`src/rtl/operand_gen.sv`:
```
// operand_gen: operand-pair stimulus generator for datapath energy characterisation.
// Each run emits `count` operand pairs, one per clock. The switching activity of the pairs
// is chosen by `mode`: zero, pseudo-random, walking-one or full-toggle.
//
// Ports:
//   clock, reset_n     rising-edge clock, asynchronous active-low reset
//   start, stop        start a run (sampled in IDLE only) / abort a run (stop wins)
//   mode[1:0]          00 zero, 01 random (LFSR), 10 walking-one, 11 toggle
//   count[15:0]        number of vectors in the run
//   in0_out, in1_out   registered operands; they hold the last vector while valid=0
//   valid, busy, done  new-vector strobe, run in progress, one-cycle completion pulse
//   toggle_count[23:0] accumulated operand bit flips within the run
//
// Configuration: define ACTIVITY_COUNT_EN to build the toggle counter. Without it,
// toggle_count is tied to zero.
module operand_gen #(
  parameter int unsigned WIDTH = 8,
  parameter logic [15:0] SEED0 = 16'hACE1,
  parameter logic [15:0] SEED1 = 16'h1D2C
) (
  input  logic             clock,
  input  logic             reset_n,
  input  logic             start,
  input  logic             stop,
  input  logic [1:0]       mode,
  input  logic [15:0]      count,
  output logic [WIDTH-1:0] in0_out,
  output logic [WIDTH-1:0] in1_out,
  output logic             valid,
  output logic             busy,
  output logic             done,
  output logic [23:0]      toggle_count
);

  typedef enum logic [1:0] {StIdle, StRun, StDone} state_e;

  state_e      state_q;
  logic [1:0]  mode_q;
  logic [15:0] rem_q;    // vectors still to emit after the one currently shown
  logic [3:0]  pos_q;    // k mod WIDTH
  logic        phase_q;  // k[0]
  logic [15:0] lfsr0_q, lfsr1_q;

  // Fibonacci LFSR, taps 16,14,13,11, shifting left.
  function automatic logic [15:0] lfsr_step(input logic [15:0] s);
    return {s[14:0], s[15] ^ s[13] ^ s[12] ^ s[10]};
  endfunction

  logic             accept, emit_next;
  logic [1:0]       sel_mode;
  logic [3:0]       sel_pos;
  logic             sel_phase;
  logic [15:0]      sel_l0, sel_l1;
  logic [WIDTH-1:0] walk, gen0, gen1;

  assign accept    = (state_q == StIdle) && start && !stop;
  assign emit_next = (state_q == StRun) && !stop && (rem_q != 16'd0);

  // Generator inputs: in IDLE they describe vector 0 of a new run. In RUN they describe
  // the vector that follows the one currently shown.
  always_comb begin
    sel_mode  = mode;
    sel_pos   = 4'd0;
    sel_phase = 1'b0;
    sel_l0    = SEED0;
    sel_l1    = SEED1;
    if (state_q == StRun) begin
      sel_mode  = mode_q;
      sel_pos   = (pos_q == 4'(WIDTH - 1)) ? 4'd0 : pos_q + 4'd1;
      sel_phase = ~phase_q;
      sel_l0    = lfsr_step(lfsr0_q);
      sel_l1    = lfsr_step(lfsr1_q);
    end
  end

  always_comb begin
    walk = WIDTH'(1) << sel_pos;
    gen0 = '0;
    gen1 = '0;
    case (sel_mode)
      2'b01: begin
        gen0 = sel_l0[WIDTH-1:0];
        gen1 = sel_l1[WIDTH-1:0];
      end
      2'b10: begin
        gen0 = walk;
        gen1 = ~walk;
      end
      2'b11: begin
        gen0 = {WIDTH{sel_phase}};
        gen1 = {WIDTH{sel_phase}};
      end
      default: ;
    endcase
  end

  always_ff @(posedge clock or negedge reset_n) begin
    if (!reset_n) begin
      state_q <= StIdle;
      mode_q  <= 2'b00;
      rem_q   <= 16'd0;
      pos_q   <= 4'd0;
      phase_q <= 1'b0;
      lfsr0_q <= SEED0;
      lfsr1_q <= SEED1;
      in0_out <= '0;
      in1_out <= '0;
      valid   <= 1'b0;
      busy    <= 1'b0;
      done    <= 1'b0;
    end else begin
      case (state_q)
        StIdle: begin
          lfsr0_q <= SEED0;
          lfsr1_q <= SEED1;
          valid   <= 1'b0;
          busy    <= 1'b0;
          done    <= 1'b0;
          if (accept) begin
            mode_q  <= mode;
            pos_q   <= 4'd0;
            phase_q <= 1'b0;
            if (count != 16'd0) begin
              state_q <= StRun;
              rem_q   <= count - 16'd1;
              in0_out <= gen0;
              in1_out <= gen1;
              valid   <= 1'b1;
              busy    <= 1'b1;
            end else begin
              state_q <= StDone;
              done    <= 1'b1;
            end
          end
        end
        StRun: begin
          if (stop) begin
            state_q <= StIdle;
            valid   <= 1'b0;
            busy    <= 1'b0;
          end else if (rem_q == 16'd0) begin
            state_q <= StDone;
            valid   <= 1'b0;
            busy    <= 1'b0;
            done    <= 1'b1;
          end else begin
            rem_q   <= rem_q - 16'd1;
            pos_q   <= sel_pos;
            phase_q <= sel_phase;
            lfsr0_q <= sel_l0;
            lfsr1_q <= sel_l1;
            in0_out <= gen0;
            in1_out <= gen1;
            valid   <= 1'b1;
          end
        end
        StDone: begin
          state_q <= StIdle;
          done    <= 1'b0;
        end
        default: state_q <= StIdle;
      endcase
    end
  end

`ifdef ACTIVITY_COUNT_EN
  logic [WIDTH-1:0] diff0, diff1;
  logic [5:0]       flips;
  logic [24:0]      tc_sum;

  // Flips are measured against the currently shown vector, so vector 0 adds nothing.
  always_comb begin
    diff0 = gen0 ^ in0_out;
    diff1 = gen1 ^ in1_out;
    flips = 6'd0;
    for (int i = 0; i < int'(WIDTH); i++) begin
      flips = flips + 6'(diff0[i]) + 6'(diff1[i]);
    end
    tc_sum = {1'b0, toggle_count} + 25'(flips);
  end

  always_ff @(posedge clock or negedge reset_n) begin
    if (!reset_n) begin
      toggle_count <= 24'd0;
    end else if (accept) begin
      toggle_count <= 24'd0;
    end else if (emit_next) begin
      toggle_count <= tc_sum[24] ? 24'hFFFFFF : tc_sum[23:0];
    end
  end
`else
  assign toggle_count = 24'd0;
`endif

endmodule
```
`config.mk`:
```
export PLATFORM = sky130hd
export DESIGN_NAME = operand_gen
export DESIGN_NICKNAME = d
export VERILOG_FILES = /design/src/rtl/operand_gen.sv
export SDC_FILE = /design/constraint.sdc
export NUM_CORES = 1
export LEC_CHECK = 0
export BUFFER_PORTS_ARGS = -buffer_cell sky130_fd_sc_hd__buf_2
export CAP_MARGIN = 20
export CORE_UTILIZATION = 40
export CTS_CLUSTER_DIAMETER = 80
export DETAILED_ROUTE_END_ITERATION = 7
export GPL_TIMING_DRIVEN = 0
export SETUP_SLACK_MARGIN = 0.3
export SLEW_MARGIN = 20
export SYNTH_ARGS = -nofsm -noshare
export SYNTH_HDL_FRONTEND = slang
export SYNTH_SLANG_ARGS = --single-unit
```
`constraint.sdc`:
```
create_clock -name clock -period 3.85 [get_ports clock]
set_input_delay 0.5775 -clock clock [delete_from_list [all_inputs] [get_ports clock]]
set_output_delay 0.5775 -clock clock [all_outputs]
set_load 0.05 [all_outputs]
```
Word-level counts from Yosys, hierarchy flattened
Index checks and enable logic that the tools add are counted.
- register bits: 76
- bits in latches: 0
- RAM bits: 0
- ROM bits: 0
- input port bits: 22
- output and inout bits: 43
- word-level logic and storage cells: 106
- memories: 0
- $add $sub $neg: 3
- $mul: 0
- div/mod/pow operators: 0
- magnitude comparators: 0
- equality and inequality tests: 12
- shift operators: 1
- muxes and demuxes: 55
- bitwise operators: 8
- reduce and logical (&&, ||, !) cells: 15
- operators by type and width (operator ; count):
    $mux 16 ; 10
    $pmux 16 s2 ; 3
    $mux 8 ; 8
    $pmux 8 s3 ; 2
    $pmux 8 s2 ; 2
    $sub 16x1->16 const B ; 2
    $mux 4 ; 5
    $logic_not 16->1 ; 1
    $reduce_bool 16->1 ; 1
    $mux 1 ; 14
    $mux 2 ; 5
    $not 8->8 ; 1
    $pmux 4 s2 ; 1
    $shl 1x4->8 const A ; 1
    $eq 2x2->1 const B ; 3
    $ne 2x2->1 const B ; 3
    $pmux 1 s2 ; 3
    $reduce_and 2->1 ; 3
    $reduce_and 3->1 ; 2
    $xor 1x1->1 ; 6
    $reduce_and 5->1 ; 1
    $add 4x1->4 const B ; 1
    $eq 2x1->1 const B ; 2
    $eq 4x3->1 const B ; 1
    other kinds (11) ; 13

Depth between registers and ports, before layout
- word-level depth: 9
- mapped depth: 16
- mapped depth without buffers: 10

Worst setup path after synthesis
OpenSTA, ideal clock, no wires.
- path kind: reg2reg
- from: register state_q[1]
- to: register rem_q[12]
- arrival time: 3959 ps
- data required time: 3749 ps
- slack: -210 ps
- stages on the path, launching flop included: 17
- cell sequence: dfrtp_1 > inv_1 > ha_1 > buf_2 > clkbuf_1 > buf_1 > clkbuf_1 > clkbuf_1 > buf_1 > mux2i_1 > ha_1 > nor4b_1 > o2bb2ai_1 > or4_1 > xnor2_1 > nor2_1 > nor4_1
- cells in the longest elaborated chain, start to end: 5
- elaborated cells on any way between the ends: 11
- those cells by class: 5 x eq/ne; 1 x mux; 5 x reduce/logical
- RTL lines (element ; line ; RTL):
    from (decl) ; 37 ; state_e state_q;
    from (signal assigned) ; 99 ; state_q <= StIdle;
    from (signal assigned) ; 124 ; state_q <= StRun;
    from (signal assigned) ; 131 ; state_q <= StDone;
    $logic_not 2->1 ; 56, 112 ;
    $logic_and 1x1->1 (2 in a row) ; 56 ; assign accept = (state_q == StIdle) && start && !stop;
    $ne 2x2->1 (no line) ; n/a ;
    $reduce_and 5->1 (no line) ; n/a ;
    to (signal assigned) ; 125 ; rem_q <= count - 16'd1;
    to (signal assigned) ; 147 ; rem_q <= rem_q - 16'd1;
    to (decl) ; 39 ; logic [15:0] rem_q;
Parallel ways exist; a longest one is shown, timed or not.
A chain may end at the register's enable or synchronous reset.

Worst setup path after layout
- from: register state_q[0]
- to: register rem_q[12]
Same word-level chain as after synthesis.

==> summary.txt <==
Yosys
  • Post-synthesis mux area share: 0.705%
  • Area leader, netlist: dfrtp_1
  • Post-synth top cells: 92 x nand2_1, 61 x dfrtp_1, 56 x o21ai_0
  • Number of synthesized flops with an enable pin: 0
  • Cell count after synthesis: 527
  • Main combinational cell family by area after synthesis: simple AND/OR/NAND/NOR gates
  • Synth warn: 0
  • Post-Synth Simple-Gate Area: 23.1%
  • Most instantiated library cell after synthesis: nand2_1
  • Synth top area share: 34.4%
  • Async SR Flop Fraction: 100%
  • Post-Synth Adder-Cell Area: 1.41%
  • Cell variety after synth: 61
  • Post-synthesis register bit count: 76
  • Top FF cell, synth: dfrtp_1
  • Mean Syn Cell Area: 8.42 µm²
  • Netlist Area Pre-Place: 4440 µm²
  • XOR/XNOR share of the synthesized area: 3.35%
  • Compound-Gate Fraction of Synth Area: 21.3%
  • Synth area leaders: dfrtp_1 34%, dfstp_2 8.9%, nand2_1 7.8%
  • Sequential share of the synthesized area: 43.3%

Power and ir drop
  • Peak supply drop: 0.329 mV
  • Total power: 3.81 mW
  • Leak: 2.25 nW
  • PD cells: 707 nW/µm²

GRT
  • Met1 Use GR: 30.6%
  • Gr usage total: 23.4%
  • Grt ovf: 0
  • Met2 usage: 37.8%
  • Vias in the first global route: 4087
  • Largest net degree at the start of global routing: 55
  • Met3 Use GR: 3.87%
  • Gr busiest metal: met2
  • Global-route wire length before repair: 20.6 mm
  • Initial antenna violation count: 0

Placement
  • PortBufs: 40
  • Detailed placement HPWL: 9.14 mm
  • Area after DPL: 4940 µm²
  • RD Place Congestion: 0.883

Die
  • Starting Density: 40.9%
  • Die height: 107 µm
  • Cell Rows: 38
  • Die width: 107 µm
  • # IOs: 65
  • Die area: 11500 µm²
  • Core area: 10800 µm²

Route
  • Routed Wire Length: 12.6 mm
  • Routed via count: 4215
  • Initial DRT Pass Iterations: 5
  • Avg WL per Cell: 16.7 µm
  • Post-route ant nets: 0
  • Iteration-0 DRC Markers: 367
  • DRC Markers: 0
  • Via density per instance: 5.57

CTS
  • CTS sink count: 76
  • CTS tree: yes
  • Hold-fix buffers, CTS: 0
  • Clk slew on worst S/H paths: 0.09 ns
  • CTS Buf Count: 9
  • # H-tree levels: 3
  • Root Driver: clkbuf_8
  • Clock buffer depth: 2
  • Clock latency on the worst-skew pair: 0.37 ns

Outcome
  • Status: finished clean

Timing
  • Final period utilization: 87.6%
  • Setup Total Neg Slack: 0 ns
  • Slew of the pin with the lowest slew margin: 1.09 ns
  • Slew Limit Fails: 0
  • RSZ-0062 raised after global routing: no
  • Final Hold Fails: 0
  • Max_slew headroom: 27.7%
  • Final number of setup-violating endpoints: 0
  • Post-layout min period: 3.37 ns
  • Clock skew after layout: 0.0153 ns
  • Max Fclk: 297 MHz

Critical path
  • CP Capture Type: register
  • Largest stage delay on the critical path: 0.56 ns
  • Data arrival, critical path: 3.63 ns
  • Req. time, crit path: 4.11 ns
  • Critical path startpoint category: register
  • Cell at the slowest stage of the critical path: or4_4
  • WS Path Type: reg2reg
  • Crit-path max FO: 10
  • Critical path's most frequent cell: buf_8
  • Critical path, cell by cell: ha_4, buf_8, buf_8, buf_8, buf_8, clkbuf_16, buf_12, mux2i_1, ha_2, nor4b_4, o2bb2ai_4, or4_4, xnor2_2, nor2_1, nor4_1

Cells and area
  • Syn-to-layout area delta: 21.3%
  • Fin util: 49.6%
  • Nets: 639
  • Post-route cell area: 5380 µm²
  • Share of cells above drive strength 1: 21.1%
  • # diodes: 0

Worst hold path
  • Min-Delay Path Class: in2async

Job
  • # Max-Cap Violations: 0
-- kinds of logic after synthesis --
kind of cell / Yosys count
simple gates: 216
compound gates: 153
other cells: 1
flops: 76
xor+xnor: 17
buf+inv: 56
fa+ha+maj: 5
mux: 3
-- final timing paths --
| check | start | to | slack [ns] | depth (start not counted) |
|---|---|---|---|---|
| worst max register to register | state_q[0] | rem_q[12] | 0.48 | 15 |
| min in group clock | mode[1] | mode_q[1] | 0.48 | 3 |
| max in group asynchronous | reset_n | lfsr0_q[6] | 3.10 | 2 |
| worst min register to register | in0_out[1] | in0_out[1] | 0.48 | 2 |
| worst max-delay path | state_q[0] | rem_q[12] | 0.48 | 15 |
| worst min-delay path | reset_n | rem_q[13] | 0.10 | 1 |
-- power by group --
| group | total, mW | leakage, nW | internal, mW | switching (mW) |
|---|---|---|---|---|
| combinational | 1.83 | 1.21 | 0.608 | 1.22 |
| sequential | 1.30 | 0.933 | 1.08 | 0.217 |
| clock | 0.682 | 0.106 | 0.366 | 0.316 |
| total | 3.81 | 2.25 | 2.06 | 1.75 |
-- worst max-delay path, delay by kind of cell, from the launching register on --
family / cells / cell delay, ns
simple gates: 4 / 1.14
xor+xnor: 1 / 0.14
flops: 1 / 0.44
compound gates: 1 / 0.12
mux: 1 / 0.17
fa+ha+maj: 2 / 0.43
buf+inv: 6 / 0.80
-- repair_timing --
action | CTS | global route
endpoints found under the setup margin | 6 | 3
pin swaps | 2 | 3
gates cloned | 0 | 0
gates resized for setup | 23 | 10
setup buffers | 2 | 8
-- area by class of cell --
class / instances / area [µm²]
Fill cell: 1058 / 5460
Multi-Input combinational cell: 418 / 2380
Sequential cell: 76 / 1920
Buffer: 50 / 364
Timing Repair Buffer: 51 / 305
Tap cell: 140 / 175
Clock buffer: 10 / 128
Clock inverter: 6 / 90.1
Inverter: 6 / 22.5
-- state kept, by name, indices dropped and copies added (netlist names) --
register  cells
busy          1
done          1
in0_out       8
in1_out       8
lfsr0_q      16
lfsr1_q      16
mode_q        2
phase_q       1
pos_q         4
rem_q        16
state_q       2
valid         1
-- metrics by stage --
step | setup slack (ns) | hold WS [ns] | instances
after floorplan | 0.300 | 0.282 | 550
after global placement | -0.732 | 0.458 | 730
after detailed placement | -0.766 | 0.470 | 731
after CTS | 0.309 | 0.0971 | 749
after global routing | 0.319 | 0.118 | 757
final | 0.479 | 0.104 | 757
-- placed cells by master, fill, tap and decap left out, types with 7 or more instances in the layout --
cell type,Yosys,layout
dfrtp_1,61,61
nor3_1,16,15
nand3_1,7,7
dfstp_2,15,15
clkbuf_8,0,9
buf_4,24,36
o21ai_0,56,56
nand2_1,92,92
conb_1,1,24
a211oi_1,12,12
xor2_1,10,10
a31oi_1,7,7
clkbuf_1,21,19
nor2_1,45,45
o22ai_1,10,10
a221oi_1,9,9
buf_2,1,39
a21oi_1,29,29
nor4_1,7,7
-- layer usage --
metal / vias to the layer above / share of wire, %
li1: 2009 / -
met1: 2029 / 45
met2: 155 / 48
met3: 22 / 5.1
met4: 0 / 2.0
met5: - / 0
No activity file was read; power rests on OpenSTA's default activity.
